[src/rtl/conv_block_sequencer_pkg.sv]
// -----------------------------------------------------------------------------
// conv_block_sequencer_pkg
// Shared definitions for the column-block sequencer, the address FSM and the
// convolver: default widths, the default watchdog limit and the 3-bit
// sequencer state encoding.
// Ports: none (package).
// -----------------------------------------------------------------------------
package conv_block_sequencer_pkg;

  // Width of the block count and of the block index.
  localparam int NB_BLOCK_DEF = 10;

  // Width of the watchdog counter.
  localparam int NB_TIMEOUT_DEF = 16;

  // Maximum number of cycles the sequencer may sit in any wait state.
  localparam logic [15:0] TIMEOUT_DEF = 16'hFFFF;

  // Sequencer states; the encoding is shared with the address FSM and convolver.
  typedef enum logic [2:0] {
    ST_IDLE  = 3'd0,
    ST_INIT  = 3'd1,
    ST_LOAD  = 3'd2,
    ST_LWAIT = 3'd3,
    ST_PROC  = 3'd4,
    ST_PWAIT = 3'd5,
    ST_READ  = 3'd6,
    ST_DONE  = 3'd7
  } seq_state_e;

  // States in which the sequencer waits on the address FSM and the watchdog runs.
  function automatic logic is_wait_state(input seq_state_e st);
    logic wait_s;
    case (st)
      ST_LWAIT, ST_PWAIT, ST_READ: wait_s = 1'b1;
      default:                     wait_s = 1'b0;
    endcase
    return wait_s;
  endfunction

endpackage

[src/rtl/conv_block_sequencer_if.sv]
// -----------------------------------------------------------------------------
// conv_block_sequencer_if
// Bundles the host commands, the address-FSM status/commands and the frame
// status of the column-block sequencer.
//   host -> sequencer : start, num_blocks, load_done, abort
//   addr FSM -> seq   : change_block, eop
//   seq -> addr FSM   : fsm_reset, load, sop
//   seq -> host       : block_idx, busy, done, error
// Modports: master = host / address-FSM side, slave = the sequencer.
// -----------------------------------------------------------------------------
interface conv_block_sequencer_if
  import conv_block_sequencer_pkg::*;
#(
  parameter int NB_BLOCK = NB_BLOCK_DEF
);

  logic                start;
  logic [NB_BLOCK-1:0] num_blocks;
  logic                load_done;
  logic                abort;
  logic                change_block;
  logic                eop;

  logic                fsm_reset;
  logic                load;
  logic                sop;
  logic [NB_BLOCK-1:0] block_idx;
  logic                busy;
  logic                done;
  logic                error;

  modport master (
    output start, num_blocks, load_done, abort, change_block, eop,
    input  fsm_reset, load, sop, block_idx, busy, done, error
  );

  modport slave (
    input  start, num_blocks, load_done, abort, change_block, eop,
    output fsm_reset, load, sop, block_idx, busy, done, error
  );

endinterface

[src/rtl/seq_watchdog.sv]
// -----------------------------------------------------------------------------
// seq_watchdog
// Counts cycles spent in a wait state of the block sequencer and flags the
// cycle in which the state has been occupied for TIMEOUT cycles.
// Ports:
//   i_CLK    in   clock
//   i_reset  in   synchronous active-high reset
//   clear    in   state change this cycle; restart the count
//   enable   in   the current state is a wait state
//   expired  out  this is the TIMEOUT-th consecutive cycle in the wait state
// -----------------------------------------------------------------------------
module seq_watchdog
  import conv_block_sequencer_pkg::*;
#(
  parameter int                    NB_TIMEOUT = NB_TIMEOUT_DEF,
  parameter logic [NB_TIMEOUT-1:0] TIMEOUT    = NB_TIMEOUT'(TIMEOUT_DEF)
) (
  input  logic i_CLK,
  input  logic i_reset,
  input  logic clear,
  input  logic enable,
  output logic expired
);

  // count_r holds the number of cycles already completed in the state, so the
  // current cycle is number count_r+1; expiry therefore fires at TIMEOUT-1.
  localparam logic [NB_TIMEOUT-1:0] LAST_COUNT = TIMEOUT - 1'b1;

  logic [NB_TIMEOUT-1:0] count_r;

  assign expired = enable && (count_r == LAST_COUNT);

  // Cycle counter: restarts on a state change, saturates at expiry.
  always_ff @(posedge i_CLK) begin
    if (i_reset) begin
      count_r <= '0;
    end else if (clear) begin
      count_r <= '0;
    end else if (enable && !expired) begin
      count_r <= count_r + 1'b1;
    end else begin
      count_r <= count_r;
    end
  end

endmodule

[src/rtl/conv_block_sequencer.sv]
// -----------------------------------------------------------------------------
// conv_block_sequencer
// Walks a frame of column blocks through LOAD / PROC / READ phases by
// commanding the address FSM, with a watchdog on every wait state and a host
// abort. Timeout and abort both end the frame with a sticky error and a
// reset pulse to the address FSM, and never with a done pulse.
// Ports:
//   i_CLK    in   clock
//   i_reset  in   synchronous active-high reset, highest priority
//   bus      slave modport of conv_block_sequencer_if
//            start/num_blocks/load_done/abort  host commands
//            change_block/eop                  address FSM status
//            fsm_reset/load/sop                address FSM commands (registered)
//            block_idx/busy/done/error         frame status (registered)
// -----------------------------------------------------------------------------
module conv_block_sequencer
  import conv_block_sequencer_pkg::*;
#(
  parameter int                    NB_BLOCK   = NB_BLOCK_DEF,
  parameter int                    NB_TIMEOUT = NB_TIMEOUT_DEF,
  parameter logic [NB_TIMEOUT-1:0] TIMEOUT    = NB_TIMEOUT'(TIMEOUT_DEF)
) (
  input  logic                  i_CLK,
  input  logic                  i_reset,
  conv_block_sequencer_if.slave bus
);

  seq_state_e          state_r;
  seq_state_e          state_s;
  logic [NB_BLOCK-1:0] count_r;
  logic [NB_BLOCK-1:0] count_s;
  logic [NB_BLOCK-1:0] block_idx_r;
  logic [NB_BLOCK-1:0] block_idx_s;
  logic                eop_prev_r;

  logic                fsm_reset_r;
  logic                fsm_reset_s;
  logic                load_r;
  logic                load_s;
  logic                sop_r;
  logic                sop_s;
  logic                busy_r;
  logic                busy_s;
  logic                done_r;
  logic                done_s;
  logic                error_r;
  logic                error_s;

  logic                eop_rise_s;
  logic                last_block_s;
  logic                kill_s;
  logic                wd_clear_s;
  logic                wd_enable_s;
  logic                wd_expired_s;

  assign eop_rise_s   = bus.eop && !eop_prev_r;
  // count_r is never zero while a frame runs, so count_r-1 cannot underflow.
  assign last_block_s = (block_idx_r == (count_r - 1'b1));
  assign wd_enable_s  = is_wait_state(state_r);
  assign wd_clear_s   = (state_s != state_r);
  // Abort and timeout share one exit path and beat any completion event.
  assign kill_s       = (state_r != ST_IDLE) && (bus.abort || wd_expired_s);

  seq_watchdog #(
    .NB_TIMEOUT (NB_TIMEOUT),
    .TIMEOUT    (TIMEOUT)
  ) u_watchdog (
    .i_CLK   (i_CLK),
    .i_reset (i_reset),
    .clear   (wd_clear_s),
    .enable  (wd_enable_s),
    .expired (wd_expired_s)
  );

  // Next-state, frame bookkeeping and next values of the registered outputs.
  always_comb begin
    state_s     = state_r;
    count_s     = count_r;
    block_idx_s = block_idx_r;
    error_s     = error_r;
    done_s      = 1'b0;

    if (kill_s) begin
      state_s = ST_IDLE;
      error_s = 1'b1;
    end else begin
      case (state_r)
        ST_IDLE: begin
          if (bus.start) begin
            if (bus.num_blocks != '0) begin
              count_s     = bus.num_blocks;
              block_idx_s = '0;
              error_s     = 1'b0;
              state_s     = ST_INIT;
            end else begin
              // Empty frame: report completion without leaving IDLE.
              done_s = 1'b1;
            end
          end else begin
            state_s = ST_IDLE;
          end
        end
        ST_INIT: begin
          state_s = ST_LOAD;
        end
        ST_LOAD: begin
          if (bus.load_done) begin
            state_s = ST_LWAIT;
          end else begin
            state_s = ST_LOAD;
          end
        end
        ST_LWAIT: begin
          if (bus.change_block) begin
            state_s = ST_PROC;
          end else begin
            state_s = ST_LWAIT;
          end
        end
        ST_PROC: begin
          state_s = ST_PWAIT;
        end
        ST_PWAIT: begin
          // change_block is deliberately not looked at here.
          if (eop_rise_s) begin
            state_s = ST_READ;
          end else begin
            state_s = ST_PWAIT;
          end
        end
        ST_READ: begin
          if (bus.change_block) begin
            if (last_block_s) begin
              state_s = ST_DONE;
            end else begin
              block_idx_s = block_idx_r + 1'b1;
              state_s     = ST_LOAD;
            end
          end else begin
            state_s = ST_READ;
          end
        end
        ST_DONE: begin
          // done is raised on the way out so an abort in DONE can still veto it.
          done_s  = 1'b1;
          state_s = ST_IDLE;
        end
        default: begin
          state_s = ST_IDLE;
        end
      endcase
    end

    // Commands follow the state being entered, so load and sop are exclusive.
    fsm_reset_s = kill_s || (state_s == ST_INIT);
    load_s      = (state_s == ST_LOAD);
    sop_s       = (state_s == ST_PROC);
    busy_s      = (state_s != ST_IDLE);
  end

  // State register plus frame count, block index and EoP history.
  always_ff @(posedge i_CLK) begin
    if (i_reset) begin
      state_r     <= ST_IDLE;
      count_r     <= '0;
      block_idx_r <= '0;
      eop_prev_r  <= 1'b0;
    end else begin
      state_r     <= state_s;
      count_r     <= count_s;
      block_idx_r <= block_idx_s;
      eop_prev_r  <= bus.eop;
    end
  end

  // Output registers.
  always_ff @(posedge i_CLK) begin
    if (i_reset) begin
      fsm_reset_r <= 1'b0;
      load_r      <= 1'b0;
      sop_r       <= 1'b0;
      busy_r      <= 1'b0;
      done_r      <= 1'b0;
      error_r     <= 1'b0;
    end else begin
      fsm_reset_r <= fsm_reset_s;
      load_r      <= load_s;
      sop_r       <= sop_s;
      busy_r      <= busy_s;
      done_r      <= done_s;
      error_r     <= error_s;
    end
  end

  assign bus.fsm_reset = fsm_reset_r;
  assign bus.load      = load_r;
  assign bus.sop       = sop_r;
  assign bus.block_idx = block_idx_r;
  assign bus.busy      = busy_r;
  assign bus.done      = done_r;
  assign bus.error     = error_r;

endmodule
[src/flat_wrapper.sv]
// flat-port wrapper written by rule: the top's interface ports become plain ports
module conv_block_sequencer_flat import conv_block_sequencer_pkg::*;
#(
  parameter int                    NB_BLOCK   = NB_BLOCK_DEF,
  parameter int                    NB_TIMEOUT = NB_TIMEOUT_DEF,
  parameter logic [NB_TIMEOUT-1:0] TIMEOUT    = NB_TIMEOUT'(TIMEOUT_DEF)
)
  (i_CLK, i_reset, bus_start, bus_num_blocks, bus_load_done, bus_abort, bus_change_block, bus_eop, bus_fsm_reset, bus_load, bus_sop, bus_block_idx, bus_busy, bus_done, bus_error);
  conv_block_sequencer_if #(.NB_BLOCK(NB_BLOCK)) bus_i ();
  input  logic i_CLK;
  input  logic i_reset;
  input wire logic [$bits(bus_i.start)-1:0] bus_start;
  input wire logic [$bits(bus_i.num_blocks)-1:0] bus_num_blocks;
  input wire logic [$bits(bus_i.load_done)-1:0] bus_load_done;
  input wire logic [$bits(bus_i.abort)-1:0] bus_abort;
  input wire logic [$bits(bus_i.change_block)-1:0] bus_change_block;
  input wire logic [$bits(bus_i.eop)-1:0] bus_eop;
  output wire logic [$bits(bus_i.fsm_reset)-1:0] bus_fsm_reset;
  output wire logic [$bits(bus_i.load)-1:0] bus_load;
  output wire logic [$bits(bus_i.sop)-1:0] bus_sop;
  output wire logic [$bits(bus_i.block_idx)-1:0] bus_block_idx;
  output wire logic [$bits(bus_i.busy)-1:0] bus_busy;
  output wire logic [$bits(bus_i.done)-1:0] bus_done;
  output wire logic [$bits(bus_i.error)-1:0] bus_error;
  assign bus_i.start = bus_start;
  assign bus_i.num_blocks = bus_num_blocks;
  assign bus_i.load_done = bus_load_done;
  assign bus_i.abort = bus_abort;
  assign bus_i.change_block = bus_change_block;
  assign bus_i.eop = bus_eop;
  assign bus_fsm_reset = bus_i.fsm_reset;
  assign bus_load = bus_i.load;
  assign bus_sop = bus_i.sop;
  assign bus_block_idx = bus_i.block_idx;
  assign bus_busy = bus_i.busy;
  assign bus_done = bus_i.done;
  assign bus_error = bus_i.error;
  conv_block_sequencer #(.NB_BLOCK(NB_BLOCK), .NB_TIMEOUT(NB_TIMEOUT), .TIMEOUT(TIMEOUT)) u_core (.i_CLK(i_CLK), .i_reset(i_reset), .bus(bus_i));
endmodule
[config.mk]
export PLATFORM = sky130hd
export DESIGN_NAME = conv_block_sequencer_flat
export DESIGN_NICKNAME = d
export VERILOG_FILES = /design/src/rtl/conv_block_sequencer_pkg.sv /design/src/rtl/conv_block_sequencer_if.sv /design/src/rtl/seq_watchdog.sv /design/src/rtl/conv_block_sequencer.sv /design/src/flat_wrapper.sv
export SDC_FILE = /design/constraint.sdc
export NUM_CORES = 1
export LEC_CHECK = 0
export BUFFER_PORTS_ARGS = -buffer_cell sky130_fd_sc_hd__buf_4
export CAP_MARGIN = 30
export CORE_ASPECT_RATIO = 1.2
export CORE_MARGIN = 10
export CORE_UTILIZATION = 30
export CTS_BUF_LIST = sky130_fd_sc_hd__clkbuf_16
export CTS_CLUSTER_SIZE = 8
export DETAILED_ROUTE_END_ITERATION = 16
export SLEW_MARGIN = 20
export SYNTH_ARGS = -nofsm -noshare
export SYNTH_HDL_FRONTEND = slang
export SYNTH_SLANG_ARGS = --single-unit
[constraint.sdc]
create_clock -name i_CLK -period 2.5 [get_ports i_CLK]
set_clock_uncertainty 0.05 [all_clocks]
set_input_delay 0 -clock i_CLK [delete_from_list [all_inputs] [get_ports i_CLK]]
set_output_delay 0 -clock i_CLK [all_outputs]
set_load 0.01 [all_outputs]
==> flow_summary_export.csv <==
group,metric,value,unit
route,post_drt_via_cell_ratio,4.818,
placement,pre_cts_ws,-256.0,ps
job,timing.max_cap.violations,0,
grt,global_route.usage.total,10.47,%
worst_hold_path,min_path_cells,5,
placement,place.gp.congestion,0.8212,
yosys,asyncSetResetFlopFracSynth,0,%
placement,hpwlAfterDp,4.838,mm
clock_network,cts_num_sinks,46,
grt,grt_first_pass_wirelength,11.22,mm
clock_network,clockBufferDepth,2,
clock_network,cts_root_buffer,"sky130_fd_sc_hd__clkbuf_16",
grt,grt_antenna_before_repair,0,
worst_hold_path,hold_path_end,"u_core.bus.load",
finish,finish.net_count,400,
worst_setup_path,timing.critical_path.arrival,2690,ps
clock_network,worst_setup_hold_path_clk_slew,60,ps
yosys,synth_largest_area_cell,"sky130_fd_sc_hd__dfxtp_1",
worst_setup_path,critical_path.startpoint,"u_core.count_r[5]",
die,chipHeight,121.5,um
die,die-area,12700,sq um
grt,global_route_overflow,0,
clock_network,cts_tree,"yes",
die,ioPinCount,33,
die,die-width,104.6,um
power,ir_worst_vdd,0.0003322,V
die,start_util,31.22,%
worst_hold_path,worstHoldStart,"bus_change_block",
sta,slew-limit-headroom,67.93,%
yosys,synth.yosys.seq_area_share,35.78,%
worst_setup_path,number_of_cell_instances_on_the_worst_register_to_register_path,12,
worst_hold_path,hold_path_class,"in2reg",
sta,setup_repair_after_global_routing_missed_its_margin,"yes",
power,power.total,1943,uW
route,drc,0,
die,total_core_area,8243,sq um
worst_setup_path,cp.required,2640,ps
finish,post-route-util,45.19,%
yosys,synthFlopType,"sky130_fd_sc_hd__dfxtp_1",
route,drt_wl_total,6.833,mm
yosys,synth.lib_cells_used.distinct,54,
power,power_per_cell_area,521.6,nW/um^2
grt,vias_in_the_first_global_route,2465,
power,power.leakage,0.001401,uW
sta,finalSetupViolations,17,
worst_setup_path,startpoint_type,"flip-flop",
worst_setup_path,crit_type,"reg2reg",
finish,diodes,0,
grt,grt_start_max_net_pins,21,
yosys,yosys-top-cells-area,"sky130_fd_sc_hd__dfxtp_1 (36%), sky130_fd_sc_hd__xnor2_1 (6.8%), sky130_fd_sc_hd__nor3_2 (5.4%), sky130_fd_sc_hd__xor2_1 (4.4%), sky130_fd_sc_hd__nand2_1 (4.2%)",
worst_setup_path,crit-reg2reg-launch,"u_core.count_r[5]",
yosys,postSynthNetCount,322,
route,detailedRoute.firstPassIterationCount,4,
yosys,synth_area_per_cell,8.551,sq um
worst_setup_path,crit_fanout,8,
sta,min_period_over_period,101.9,%
die,placementRows,36,
yosys,synth_area,2574,sq um
route,route.antenna.remaining_nets,0,
outcome,violations,"negative setup slack",
sta,drv_slew,0,
yosys,synthesized_instance_count,301,
sta,max_freq,392.6,MHz
yosys,yosys.area.top_type_share,35.78,%
sta,min_period,2547,ps
worst_setup_path,regToRegEndpoint,"u_core.u_watchdog.count_r[1]",
outcome,status,"finished with violations",
route,route.detailed.wl_per_inst,13.83,um
placement,portBuffers,32,
route,num_vias,2380,
clock_network,h-tree-depth,2,
finish,area_growth,44.73,%
yosys,postSynthRegisterBits,46,
route,drtIter0Drc,48,
worst_setup_path,critPathCaptureType,"flip-flop",
yosys,yosysWarningCount,0,
yosys,synth_edf_count,0,
finish,layout_commonest_cell,"sky130_fd_sc_hd__buf_4",
sta,max_slew.worst_pin.slew,477.0,ps
finish,fraction_of_final_layout_cells_with_drive_strength_greater_than_1,33.95,%
finish,final_cell_mix,"sky130_fd_sc_hd__buf_4 (68), sky130_fd_sc_hd__dfxtp_1 (41), sky130_fd_sc_hd__nor2_1 (29)",
sta,hold_viol_final,0,
clock_network,cts-buffers-inserted,5,
sta,final_setup_slack_of_the_worst_path,-46.89,ps
worst_setup_path,ff2ff_setup_slack,-50,ps
clock_network,clk-insertion-delay-late,280,ps
==> power by group <==
part	leakage, uW	switching, uW	total (uW)	internal [uW]
registers	0.000376	19.6	772	752
clock network	0.0000812	279	747	468
logic	0.000944	209	424	215
==> area by class of cell <==
| class | count | area (sq um) |
|---|---|---|
| fillers | 827 | 4518 |
| inverters | 11 | 41.29 |
| repair buffers | 87 | 752.0 |
| well taps | 114 | 142.6 |
| flip-flops and latches | 46 | 929.6 |
| multi-input cells | 228 | 1693 |
| clock buffers | 5 | 125.1 |
| clock inverters | 3 | 41.29 |
==> Yosys cell counts, types with 2 or more instances <==
library cell,count
sky130_fd_sc_hd__a21oi_1,19
sky130_fd_sc_hd__nand3_1,12
sky130_fd_sc_hd__nand4_1,9
sky130_fd_sc_hd__nor4_4,2
sky130_fd_sc_hd__a21o_1,3
sky130_fd_sc_hd__and3_1,2
sky130_fd_sc_hd__dfxtp_1,46
sky130_fd_sc_hd__inv_1,11
sky130_fd_sc_hd__nor2_1,29
sky130_fd_sc_hd__or3_1,4
sky130_fd_sc_hd__nor2b_1,4
sky130_fd_sc_hd__nor3_2,14
sky130_fd_sc_hd__nor3_1,8
sky130_fd_sc_hd__buf_2,5
sky130_fd_sc_hd__o21ai_0,7
sky130_fd_sc_hd__xor2_1,13
sky130_fd_sc_hd__nor4_1,5
sky130_fd_sc_hd__xnor2_1,20
sky130_fd_sc_hd__a22oi_1,4
sky130_fd_sc_hd__nand2b_1,2
sky130_fd_sc_hd__clkbuf_1,9
sky130_fd_sc_hd__o21a_1,2
sky130_fd_sc_hd__nand3b_1,3
sky130_fd_sc_hd__ha_1,4
sky130_fd_sc_hd__nand2_1,29
sky130_fd_sc_hd__nor4b_1,2
sky130_fd_sc_hd__and2_1,3
sky130_fd_sc_hd__nor3b_1,4
==> state kept, by name, indices dropped and copies added (netlist names), 3 cells and up <==
signal and count:
u_core.u_watchdog.count_r 16, u_core.bus.block_idx 10, u_core.count_r 10, u_core.state_r 3
==> cell families after synthesis <==
logic type	count (synthesis)	share of synthesized area, %
AOI/OAI and AO/OA	52	14.15
xor gates and xnor gates	34	12.30
adders and majority gates	4	1.945
buffers and inverters	27	4.472
DFF	46	35.78
muxes	1	0.3889
and+or+nand+nor	137	30.97
==> per-layer routing <==
metal | global-route usage (%) | vias up | part of all wire (%)
met3 | 2.869 | 6 | 4.6
met5 | 0 | - | 0
met4 | 3.136 | 0 | 0.61
met2 | 19.24 | 45 | 51
met1 | 11.45 | 1113 | 44
li1 | - | 1216 | -
==> stage by stage <==
stage	std cells	area (sq um)	TNS, ps	hold slack (ps)
floorplan	301	2581	0	78.45
global placement	462	3129	-1295	183.8
detailed placement	462	3129	-3453	196.7
CTS	488	3572	0	143.7
global route	494	3725	-3086	205.3
finish	494	3725	-414.4	149.0
==> worst max-delay path by stage <==
stage                                               end  slack [ps]  depth (start not counted)
final                      u_core.u_watchdog.count_r[1]         -50                         12
after global routing            u_core.bus.block_idx[4]        -160                         11
after CTS                  u_core.u_watchdog.count_r[1]           2                         10
after detailed placement   u_core.u_watchdog.count_r[0]        -260                          9
after global placement    u_core.u_watchdog.count_r[15]        -100                          9
after floorplan           u_core.u_watchdog.count_r[10]          10                         12
==> worst max-delay path, cell delays in order (launching register included) <==
cell and delay (ps):
sky130_fd_sc_hd__dfxtp_1 420, sky130_fd_sc_hd__nor4_4 60, sky130_fd_sc_hd__buf_4 150, sky130_fd_sc_hd__buf_4 130
sky130_fd_sc_hd__a21bo_2 200, sky130_fd_sc_hd__a32oi_1 230, sky130_fd_sc_hd__a21oi_2 110, sky130_fd_sc_hd__buf_4 160
sky130_fd_sc_hd__nor4_4 260, sky130_fd_sc_hd__o22ai_4 150, sky130_fd_sc_hd__xnor2_4 190, sky130_fd_sc_hd__buf_12 170
sky130_fd_sc_hd__a2111oi_4 170
==> repair_timing <==
action,in CTS,in global routing
hold endpoints to repair,13,0
pin swaps,10,16
setup endpoints to repair,16,26
cloned,1,2
buffers inserted,3,4
hold buffers,14,0
gates resized for setup,14,25
Note: power is estimated with default switching activity, not from simulation.
